**src/rtl/me_ref_row_feeder_if.sv**
```systemverilog
// Reference-row feeder bus: job control, reference memory port and packed row output.
`timescale 1ns/1ps
interface me_ref_row_feeder_if #(
    parameter int ADDR_W = 16
);
    logic              start_i;
    logic [ADDR_W-1:0] base_addr_i;
    logic              busy_o;
    logic              done_o;
    logic              mem_rd_en_o;
    logic [ADDR_W-1:0] mem_addr_o;
    logic [63:0]       mem_rdata_i;
    logic [183:0]      data_out;
    logic              data_valid_o;

    modport master (
        output start_i, base_addr_i, mem_rdata_i,
        input  busy_o, done_o, mem_rd_en_o, mem_addr_o,
        input  data_out, data_valid_o
    );

    modport slave (
        input  start_i, base_addr_i, mem_rdata_i,
        output busy_o, done_o, mem_rd_en_o, mem_addr_o,
        output data_out, data_valid_o
    );
endinterface

```
**src/rtl/me_ref_row_feeder.sv**
```systemverilog
// Fetches search-area rows as three 64-bit words and packs them into 184-bit rows.
`timescale 1ns/1ps
module me_ref_row_feeder #(
    parameter int ADDR_W      = 16,
    parameter int NUM_ROWS    = 23,
    parameter int LINE_STRIDE = 8
) (
    input logic clk_i,
    input logic rst_n_i,
    me_ref_row_feeder_if.slave bus
);
    typedef enum logic [1:0] {IDLE, FETCH, DRAIN} state_t;

    localparam logic [7:0]        LAST_ROW = 8'(NUM_ROWS - 1);
    localparam logic [ADDR_W-1:0] STRIDE   = ADDR_W'(LINE_STRIDE);

    state_t            state;
    logic [7:0]        row;
    logic [1:0]        word;
    logic [ADDR_W-1:0] row_addr;
    logic              rd_q;
    logic [1:0]        wsel_q;
    logic [63:0]       stage0;
    logic [63:0]       stage1;
    logic              last_rd;
    logic [1:0]        word_nxt;

    assign last_rd  = (row == LAST_ROW) && (word == 2'd2);
    assign word_nxt = word + 2'd1;

    always_ff @(posedge clk_i or negedge rst_n_i) begin
        if (!rst_n_i) begin
            state            <= IDLE;
            row              <= '0;
            word             <= '0;
            row_addr         <= '0;
            rd_q             <= 1'b0;
            wsel_q           <= '0;
            stage0           <= '0;
            stage1           <= '0;
            bus.busy_o       <= 1'b0;
            bus.done_o       <= 1'b0;
            bus.mem_rd_en_o  <= 1'b0;
            bus.mem_addr_o   <= '0;
            bus.data_out     <= '0;
            bus.data_valid_o <= 1'b0;
        end else begin
            bus.done_o       <= 1'b0;
            bus.data_valid_o <= 1'b0;
            // rd_q/wsel_q tag the read data that arrives in the following cycle
            rd_q             <= bus.mem_rd_en_o;
            wsel_q           <= word;

            if (rd_q) begin
                unique case (wsel_q)
                    2'd0: stage0 <= bus.mem_rdata_i;
                    2'd1: stage1 <= bus.mem_rdata_i;
                    default: begin
                        bus.data_out     <= {bus.mem_rdata_i[55:0], stage1, stage0};
                        bus.data_valid_o <= 1'b1;
                    end
                endcase
            end

            case (state)
                IDLE: begin
                    if (bus.start_i) begin
                        state           <= FETCH;
                        bus.busy_o      <= 1'b1;
                        bus.mem_rd_en_o <= 1'b1;
                        bus.mem_addr_o  <= bus.base_addr_i;
                        row_addr        <= bus.base_addr_i;
                        row             <= '0;
                        word            <= '0;
                    end
                end
                FETCH: begin
                    if (last_rd) begin
                        bus.mem_rd_en_o <= 1'b0;
                        state           <= DRAIN;
                    end else if (word == 2'd2) begin
                        word           <= '0;
                        row            <= row + 8'd1;
                        row_addr       <= row_addr + STRIDE;
                        bus.mem_addr_o <= row_addr + STRIDE;
                    end else begin
                        word           <= word_nxt;
                        bus.mem_addr_o <= row_addr + ADDR_W'(word_nxt);
                    end
                end
                DRAIN: begin
                    // Only the final row can be emitted while draining
                    if (bus.data_valid_o) begin
                        state      <= IDLE;
                        bus.busy_o <= 1'b0;
                        bus.done_o <= 1'b1;
                    end
                end
                default: state <= IDLE;
            endcase
        end
    end
endmodule

```
**src/flat_wrapper.sv**
```systemverilog
// flat-port wrapper written by rule: the top's interface ports become plain ports
module me_ref_row_feeder_flat 
#(
    parameter int ADDR_W      = 16,
    parameter int NUM_ROWS    = 23,
    parameter int LINE_STRIDE = 8
)
  (clk_i, rst_n_i, bus_start_i, bus_base_addr_i, bus_mem_rdata_i, bus_busy_o, bus_done_o, bus_mem_rd_en_o, bus_mem_addr_o, bus_data_out, bus_data_valid_o);
  me_ref_row_feeder_if #(.ADDR_W(ADDR_W)) bus_i ();
  input logic clk_i;
  input logic rst_n_i;
  input wire logic [$bits(bus_i.start_i)-1:0] bus_start_i;
  input wire logic [$bits(bus_i.base_addr_i)-1:0] bus_base_addr_i;
  input wire logic [$bits(bus_i.mem_rdata_i)-1:0] bus_mem_rdata_i;
  output wire logic [$bits(bus_i.busy_o)-1:0] bus_busy_o;
  output wire logic [$bits(bus_i.done_o)-1:0] bus_done_o;
  output wire logic [$bits(bus_i.mem_rd_en_o)-1:0] bus_mem_rd_en_o;
  output wire logic [$bits(bus_i.mem_addr_o)-1:0] bus_mem_addr_o;
  output wire logic [$bits(bus_i.data_out)-1:0] bus_data_out;
  output wire logic [$bits(bus_i.data_valid_o)-1:0] bus_data_valid_o;
  assign bus_i.start_i = bus_start_i;
  assign bus_i.base_addr_i = bus_base_addr_i;
  assign bus_i.mem_rdata_i = bus_mem_rdata_i;
  assign bus_busy_o = bus_i.busy_o;
  assign bus_done_o = bus_i.done_o;
  assign bus_mem_rd_en_o = bus_i.mem_rd_en_o;
  assign bus_mem_addr_o = bus_i.mem_addr_o;
  assign bus_data_out = bus_i.data_out;
  assign bus_data_valid_o = bus_i.data_valid_o;
  me_ref_row_feeder #(.ADDR_W(ADDR_W), .NUM_ROWS(NUM_ROWS), .LINE_STRIDE(LINE_STRIDE)) u_core (.clk_i(clk_i), .rst_n_i(rst_n_i), .bus(bus_i));
endmodule
```
**config.mk**
```make
export PLATFORM = sky130hd
export DESIGN_NAME = me_ref_row_feeder_flat
export DESIGN_NICKNAME = d
export VERILOG_FILES = /design/src/rtl/me_ref_row_feeder_if.sv /design/src/rtl/me_ref_row_feeder.sv /design/src/flat_wrapper.sv
export SDC_FILE = /design/constraint.sdc
export NUM_CORES = 1
export LEC_CHECK = 0
export ABC_AREA = 1
export BUFFER_PORTS_ARGS = -buffer_cell sky130_fd_sc_hd__buf_2
export CORE_MARGIN = 2
export CORE_UTILIZATION = 30
export DETAILED_ROUTE_END_ITERATION = 7
export GPL_TIMING_DRIVEN = 1
export HOLD_SLACK_MARGIN = 0.02
export PLACE_DENSITY = 0.52
export SLEW_MARGIN = 20
export SYNTH_ARGS = -nofsm -noshare
export SYNTH_HDL_FRONTEND = slang
export SYNTH_SLANG_ARGS = --single-unit
```
**constraint.sdc**
```tcl
create_clock -name clk_i -period 6.3 [get_ports clk_i]
set_clock_uncertainty 0.15 [all_clocks]
set_input_delay 0.945 -clock clk_i [delete_from_list [all_inputs] [get_ports clk_i]]
set_output_delay 0.945 -clock clk_i [all_outputs]
set_load 0.02 [all_outputs]
```
==> flow_summary.json <==
{
  "max_slew.worst_pin.slew_ns": 1.05,
  "vias_per_cell": 4.54,
  "max_cap_violations": 0,
  "synth_warnings": 0,
  "layout_setup_ws_ns": 3.60,
  "path_class": "reg2reg",
  "num_vias": 11400,
  "worstSetupEndpoint": "u_core.bus.data_out[43]",
  "fin_tns_setup_ns": 0,
  "die_height_um": 224,
  "power_frac_comb_pct": 6.2,
  "grt.total_usage_pct": 15.5,
  "ir_worst_vdd_mv": 0.148,
  "clockRootBuffer": "clkbuf_16",
  "powerDensity_nw_per_um2": 297,
  "grt_first_pass_wirelength_um": 62000,
  "rows": 80,
  "rsz0062_at_grt": "no",
  "gp_congestion": 0.833,
  "path_clk_slew_ns": 0.06,
  "fmax_mhz": 370,
  "io_buffers": 286,
  "finalSetupViolations": 0,
  "core_region_area_um2": 47800,
  "clkPwrFrac_pct": 46.9,
  "syn_to_final_growth_pct": 22.8,
  "wl_per_cell_um": 15.5,
  "power.net_switching_mw": 1.25,
  "power_leakage_nw": 9.24,
  "grt_max_degree": 174,
  "drc": 0,
  "dp_slack_ns": 3.55,
  "die-area_um2": 50400,
  "yosys.cell_types.count": 42,
  "final_cell_area_um2": 17900,
  "synth_cells": 1611,
  "period_needed_ns": 2.70,
  "avgSynthCellArea_um2": 9.04,
  "status": "finished clean",
  "worst-path-max-fanout": 77,
  "clockBufferDepth": 3,
  "cts_tree": "built",
  "clkLatencyLatePin_ns": 0.55,
  "cts_buffers": 42,
  "synth_seq_area_share_pct": 62.3,
  "crit_required_ns": 6.63,
  "min_period_over_period_pct": 42.9,
  "place_area_um2": 16500,
  "ys_top_cells_by_count": "nand2_1 (676), dfrtp_1 (363), o21ai_0 (219), inv_1 (104), clkbuf_1 (48)",
  "relSlewSlack_pct": 30.0,
  "rrSetupSlack_ns": 3.60,
  "timing.rr.end": "u_core.bus.data_out[43]",
  "yosysMostFrequentCell": "nand2_1",
  "drt-pass1-iter-count": 5,
  "cts_resized": 0,
  "finalPower_mw": 5.31,
  "synth_top_area_share_pct": 62.3,
  "initial_utilization_pct": 30.5,
  "antenna_found_initial": 0,
  "synthArstFlopShare_pct": 100,
  "hold_violations": 0,
  "ys.flop_type": "dfrtp_1",
  "clock_sinks": 363,
  "grt_pass1_vias": 11000,
  "synth.area.top_cells": "dfrtp_1 (62%), nand2_1 (17%), o21ai_0 (7.5%)",
  "syn_area_um2": 14600,
  "synth-edff-count": 0,
  "place_hpwl_um": 25500,
  "post_cts_buffers": 0,
  "p_seq_share_pct": 46.9,
  "antenna_left": 0,
  "switching_share_pct": 23.5,
  "ios": 287,
  "endpoint_kind": "flop",
  "syn_nets": 1703,
  "final_nets": 1960,
  "overflow": 0,
  "crit_path_start": "u_core.rd_q",
  "p_int_mw": 4.06,
  "rr_startpoint": "u_core.rd_q",
  "holdCritPathClass": "in2async",
  "die_w_um": 224,
  "ctsHoldBuffers": 0,
  "yosysTopAreaCell": "dfrtp_1",
  "ys_seq_elements": 363,
  "drt_iter0_drc": 878,
  "arrival_ns": 3.03,
  "drive_gt1_share_pct": 20.6,
  "slew_viol_final": 0,
  "h-tree-depth": 2,
  "reg2reg_depth": 5,
  "diodes": 0,
  "cp-start-kind": "flop",
  "routed_wl_um": 38900
}
## registers in the layout, summed over array words and instances (netlist names)
name,cells
u_core.bus.busy_o,1
u_core.bus.data_out,184
u_core.bus.data_valid_o,1
u_core.bus.done_o,1
u_core.bus.mem_addr_o,16
u_core.bus.mem_rd_en_o,1
u_core.rd_q,1
u_core.row,8
u_core.row_addr,16
u_core.stage0,64
u_core.stage1,64
u_core.state,2
u_core.word,2
u_core.wsel_q,2
## cells by family (layout without fill, tap and decap cells)
| logic type | after synthesis | count (layout) | synth area share (%) |
|---|---|---|---|
| multiplexers | 2 | 2 | 0.155 |
| adder cells (fa/ha/maj) | 9 | 9 | 0.824 |
| AO/OA/AOI/OAI | 265 | 265 | 9.65 |
| buffers and inverters | 187 | 472 | 5.48 |
| flip-flops | 363 | 363 | 62.3 |
| AND/OR/NAND/NOR | 784 | 784 | 21.5 |
| XOR/XNOR | 1 | 1 | 0.0601 |
## routing by layer
metal | global-route usage (%) | vias up | routed length (µm)
li1 | - | 5592 | -
met1 | 21.9 | 5457 | 18600
met2 | 23.8 | 299 | 17300
met3 | 2.66 | 60 | 1900
met4 | 5.40 | 0 | 1030
met5 | 0 | - | 0
## metrics by stage
stage | std cells | util (%) | hold slack, ns
floorplan | 1611 | - | 0.228
global placement | 2439 | 34.5 | 0.239
detailed placement | 2439 | 34.5 | 0.249
CTS | 2511 | 37.4 | 0.169
global route | 2511 | 37.4 | 0.195
finish | 2511 | 37.4 | 0.182
## power groups by stage
stage | clock network, mW | logic [mW] | registers [mW]
final | 2.49 | 0.327 | 2.49
after detailed placement | 0 | 0.337 | 2.53
after global placement | 0 | 0.332 | 2.53
after global routing | 2.66 | 0.367 | 2.50
after CTS | 2.57 | 0.337 | 2.49
after floorplan | 0 | 0.0781 | 2.60
## critical path, cell delays in order (launching register included)
cell and delay, ns:
dfrtp_1 0.45, nand2_4 0.31, inv_4 0.58, buf_4 0.78
nand2_1 0.11, nand2_1 0.11
## how the worst min path moves through the flow
stage / start / to / slack (ns)
final: rst_n_i / u_core.bus.data_out[143] / 0.18
after global placement: u_core.word[0] / u_core.wsel_q[0] / 0.24
after floorplan: u_core.word[1] / u_core.wsel_q[1] / 0.23
after global routing: rst_n_i / u_core.bus.data_out[143] / 0.20
after CTS: rst_n_i / u_core.bus.data_out[143] / 0.17
after detailed placement: u_core.word[0] / u_core.wsel_q[0] / 0.25
## final cells by class
cell class	instances	area [µm²]
multi-input cells	1061	4700
clock buffers	56	1140
well taps	615	769
repair buffers	294	1530
flip-flops and latches	363	9080
fillers	4940	30000
clock inverters	16	259
inverters	106	402
## cell usage in the layout (no fill, tap or decap), types with 2 or more instances in the layout
cell       instances
buf_2            285
nor2_1            40
nor2_4             2
nand2_4            9
o21ai_1            8
ha_1               8
a22oi_1            2
nand2_2            2
buf_4              6
a21oi_2            4
mux2_2             2
nor3_1             3
inv_1            103
clkbuf_8           4
clkinv_2           5
a31oi_4            2
inv_6              2
a21oi_1           22
o21ai_0          219
clkinv_4           2
nand2_1          674
buf_12             2
clkbuf_16         42
nand3_1           33
bufinv_16          6
nand4_1           10
dfrtp_1          363
clkbuf_1          10
nor2_2             6
(Power assumes the default switching activity.)
